--- config.mk ---
export PLATFORM = sky130hd
export DESIGN_NAME = lc3_decode
export DESIGN_NICKNAME = d
export VERILOG_FILES = /design/src/rtl/lc3_decode.sv
export SDC_FILE = /design/constraint.sdc
export NUM_CORES = 1
export LEC_CHECK = 0
export CAP_MARGIN = 20
export CORE_UTILIZATION = 35
export DETAILED_ROUTE_END_ITERATION = 10
export GPL_TIMING_DRIVEN = 0
export PLACE_DENSITY = 0.75
export RECOVER_POWER = 100
export SYNTH_ARGS = -nofsm -noshare
export SYNTH_HDL_FRONTEND = slang
export SYNTH_SLANG_ARGS = --single-unit
--- constraint.sdc ---
create_clock -name clock -period 0.9 [get_ports clock]
set_input_delay 0.18 -clock clock [delete_from_list [all_inputs] [get_ports clock]]
set_output_delay 0.18 -clock clock [all_outputs]
set_load 0.03 [all_outputs]
--- src/rtl/lc3_decode.sv ---
// LC-3 decode stage: registers IR/NPC and the execute, writeback and memory control words.
// Optional LC3_DECODE_ILLEGAL_FLAG_EN adds a registered illegal_instr flag for unsupported opcodes.
module lc3_decode (
    input  logic        clock,
    input  logic        reset,
    input  logic        enable_decode,
    input  logic [15:0] npc_in,
    input  logic [15:0] instr_dout,
    input  logic [2:0]  psr,
    output logic [15:0] IR,
    output logic [15:0] npc_out,
    output logic [5:0]  E_Control,
    output logic [1:0]  W_Control,
    output logic        Mem_Control,
`ifdef LC3_DECODE_ILLEGAL_FLAG_EN
    output logic        illegal_instr,
`endif
    output logic        decode_valid
);

    localparam logic [3:0] OP_BR  = 4'b0000;
    localparam logic [3:0] OP_ADD = 4'b0001;
    localparam logic [3:0] OP_LD  = 4'b0010;
    localparam logic [3:0] OP_ST  = 4'b0011;
    localparam logic [3:0] OP_JSR = 4'b0100;
    localparam logic [3:0] OP_AND = 4'b0101;
    localparam logic [3:0] OP_LDR = 4'b0110;
    localparam logic [3:0] OP_STR = 4'b0111;
    localparam logic [3:0] OP_RTI = 4'b1000;
    localparam logic [3:0] OP_NOT = 4'b1001;
    localparam logic [3:0] OP_LDI = 4'b1010;
    localparam logic [3:0] OP_STI = 4'b1011;
    localparam logic [3:0] OP_JMP = 4'b1100;
    localparam logic [3:0] OP_RES = 4'b1101;
    localparam logic [3:0] OP_LEA = 4'b1110;
    localparam logic [3:0] OP_TRP = 4'b1111;

    logic [3:0] opcode;
    logic [1:0] alu_control;
    logic [1:0] pcselect1;
    logic       pcselect2;
    logic       op2select;
    logic [1:0] w_next;
    logic       mem_next;
    logic       illegal_next;

    // psr rides along on the bus but decode never looks at it.
    logic unused_psr;
    assign unused_psr = ^psr;

    assign opcode = instr_dout[15:12];

    always_comb begin
        alu_control  = 2'b00;
        pcselect1    = 2'b00;
        pcselect2    = 1'b0;
        op2select    = 1'b0;
        w_next       = 2'b00;
        mem_next     = 1'b0;
        illegal_next = 1'b0;
        case (opcode)
            OP_ADD: op2select = ~instr_dout[5];
            OP_AND: begin
                alu_control = 2'b01;
                op2select   = ~instr_dout[5];
            end
            OP_NOT: alu_control = 2'b10;
            OP_BR, OP_LD, OP_ST, OP_LEA, OP_LDI, OP_STI: begin
                pcselect1 = 2'b01;
                pcselect2 = 1'b1;
                if (opcode == OP_LD || opcode == OP_LDI) w_next = 2'b01;
                if (opcode == OP_LEA)                    w_next = 2'b10;
                mem_next = (opcode == OP_LDI) || (opcode == OP_STI);
            end
            OP_LDR, OP_STR: begin
                pcselect1 = 2'b10;
                if (opcode == OP_LDR) w_next = 2'b01;
            end
            OP_JMP: pcselect1 = 2'b11;
            OP_JSR, OP_RTI, OP_RES, OP_TRP: illegal_next = 1'b1;
            default: illegal_next = 1'b0;
        endcase
    end

    always_ff @(posedge clock) begin
        if (reset) begin
            IR           <= 16'h0000;
            npc_out      <= 16'h0000;
            E_Control    <= 6'h00;
            W_Control    <= 2'b00;
            Mem_Control  <= 1'b0;
            decode_valid <= 1'b0;
        end else begin
            decode_valid <= enable_decode;
            if (enable_decode) begin
                IR          <= instr_dout;
                npc_out     <= npc_in;
                E_Control   <= {alu_control, pcselect1, pcselect2, op2select};
                W_Control   <= w_next;
                Mem_Control <= mem_next;
            end
        end
    end

`ifdef LC3_DECODE_ILLEGAL_FLAG_EN
    always_ff @(posedge clock) begin
        if (reset)              illegal_instr <= 1'b0;
        else if (enable_decode) illegal_instr <= illegal_next;
    end
`else
    logic unused_illegal;
    assign unused_illegal = illegal_next;
`endif

endmodule
==> impl_metrics.tcl <==
set metrics [dict create \
    outcome "finished, violations left" \
    violations "negative setup slack" \
    path_cells "buf_6" \
    start_util_pct 37.65 \
    cts_tree "built" \
    ant_nets 0 \
    required_ns 0.72 \
    crit_slowest_cell "dfxtp_1" \
    port_buffers 74 \
    synthDistinctLibCells 23 \
    antenna_found_initial 0 \
    finalSetupViolCount 43 \
    grt_pass1_wl_mm 5.402 \
    ff2ff_setup_slack_ns 0.03 \
    relSlewSlack_pct 79.74 \
    crit_path_start "npc_out[7]" \
    wl_mm 3.652 \
    drt_iter0_drc 73 \
    rr_endpoint "E_Control[5]" \
    die_w_um 68.77 \
    clk_latency_ns 0.29 \
    htreeDepth 2 \
    cts_sinks 42 \
    drt_drc_violations_left 0 \
    critical_path_class "flop to output port" \
    routedWlPerCell_um 12.81 \
    hold_path.class "input pin to flop" \
    max_stage_delay_ns 0.35 \
    finalSetupTns_ns -1.487 \
    reg2reg_depth 2 \
    vias 1321 \
    cts.path.max_buffers 2 \
    total_leakage_power_nw 1.184 \
    final_common_cell "buf_6" \
    fin_hold_ws_ns 0.2446 \
    rsz0062_at_grt "yes" \
    root_buffer "clkbuf_8" \
    period_needed_ns 0.9588 \
    synth_area_um2 1560 \
    dieArea_um2 4729 \
    grt_pass1_vias 1185 \
    synth_area_per_cell_um2 10.40 \
    final_nets 272 \
    worstPathMaxFanout 2 \
    io-pin-count 80 \
    endpoint "npc_out[7]" \
    yosys_warnings 0 \
    r2r-start "E_Control[5]" \
    grt_max_degree 13 \
    syn_inst 150 \
    synth_top_area_cell "dfxtp_1" \
    synth-adder-area-share_pct 0 \
    avgViaCountPerCell 4.635 \
    peakVddDrop_uv 1135 \
    synth_top_family_by_area "multiplexers" \
    path_clk_slew_ns 0.07 \
    critPathTopFamily "flip-flops" \
    core_area_um2 4144 \
    fmax_ghz 1.043 \
    path_buf_inv 1 \
    layout_setup_ws_ns -0.05878 \
    fillCellCount 380 \
    crit_path_end_kind "output port" \
    drt_first_pass_iters 4 \
    grt_overflow 0 \
    drive_gt1_share_pct 43.83 \
    fp.dieH_um 68.77 \
    grt_use_total_pct 16.02 \
    postCtsHoldBufs 0 \
    power_density_nw_per_um2 1561 \
    cts_buffers 5 \
    drv_cap 0 \
    fin_skew_ns 0 \
    synth_seq_cells 42 \
    cp.arrival_ns 0.78 \
    fp-row-count 23 \
    place.gp.congestion 0.7494 \
    synth-seq-area-share_pct 53.89 \
    synth-xor-area-share_pct 0 \
    crit_cells 1 \
    antennaDiodeCount 0 \
    slew_violations 0 \
    synth_top_area_share_pct 53.89 \
    yosys.area_share.simple_pct 13.87 \
    synth_compound_area_share_pct 5.854 \
    synthMuxAreaShare_pct 21.17 \
    synthesis.nets 188 \
    syn2layout_area_growth_pct 66.00 \
    hold_violations 0 \
    worst_pin_slew_ns 0.3000 \
    fin_crit_sh_pct 106.5 \
    synthTopCellsByArea "dfxtp_1, mux2i_1, nor2_1" \
    dp_hpwl_mm 2.532 \
    mostFrequentLayoutCells "buf_6, dfxtp_2, nor2_1" \
    cp-start-kind "flop" \
]
-- power by group --
group          switching [mW]  internal (mW)  total [mW]
logic                   0.419          0.435       0.853
registers              0.0685           1.97        2.04
clock network           0.595          0.551        1.15
-- sequential cells by signal, indices dropped and copies added, names as in the netlist --
signal and flops:
IR 16, decode_valid 1, E_Control 6, Mem_Control 1, npc_out 16, W_Control 2
-- worst min path at each step --
stage	from	end	slack [ns]	cells after the start
3_5_place_dp	Mem_Control	Mem_Control	0.46	2
4_1_cts	enable_decode	E_Control[5]	0.17	3
3_3_place_gp	Mem_Control	Mem_Control	0.46	2
2_1_floorplan	instr_dout[12]	W_Control[1]	0.27	1
6_report	instr_dout[15]	Mem_Control	0.24	3
5_1_grt	instr_dout[15]	E_Control[5]	0.27	3
-- logic make-up after synthesis --
family                 after synthesis
and+or+nand+nor                     48
DFF                                 42
muxes                               33
buffers and inverters               14
AOI/OAI and AO/OA                   13
-- area by class of cell --
class                   count  area, um2  share of cell area (%)
flip-flops and latches     42      897.1                   34.64
repair buffers             77      810.8                   31.30
multi-input cells          94      650.6                   25.12
clock buffers               8      80.08                   3.092
plain buffers              10      73.82                   2.850
well taps                  50      62.56                   2.415
inverters                   4      15.01                  0.5797
-- cells in the mapped netlist --
master     n
mux2i_1   33
nor3b_1    1
nor2_1    34
a22o_1     2
nor2b_1    2
dfxtp_1   42
clkbuf_2   1
nand2b_1   4
or3b_1     3
a211oi_1   1
a21oi_1    3
nand3_1    1
o41ai_1    2
inv_1      4
buf_2      1
clkbuf_1   3
a22oi_1    2
nand2_1    2
o21ai_1    2
nor3_1     1
buf_6      2
o32ai_1    1
buf_4      3
-- layer usage --
layer  vias to the layer above  global-route usage (%)  share of wire, %
li1                        673                       -                 -
met1                       596                   19.80                42
met2                        47                   24.14                48
met3                         5                   6.414               7.6
met4                         0                   7.653               2.0
met5                         -                       0                 0
-- metrics by stage --
| stage | std cells | setup slack (ns) | util [%] | cell area, um2 | total power [mW] |
|---|---|---|---|---|---|
| global route | 285 | -0.08664 | 62.50 | 2590 | 4.241 |
| floorplan | 150 | -0.006849 | - | 1572 | 2.482 |
| CTS | 284 | -0.06740 | 62.50 | 2590 | 4.104 |
| detailed placement | 274 | -0.6546 | 57.31 | 2375 | 2.875 |
| global placement | 274 | -0.6399 | 57.31 | 2375 | 2.867 |
| finish | 285 | -0.05878 | 62.50 | 2590 | 4.042 |
-- what timing repair did --
item / in CTS / in global routing
gates resized for setup: 345 / 1
endpoints found under the setup margin: 81 / 43
buffers inserted: 2 / 1
Note: power is estimated with default switching activity, not from simulation.
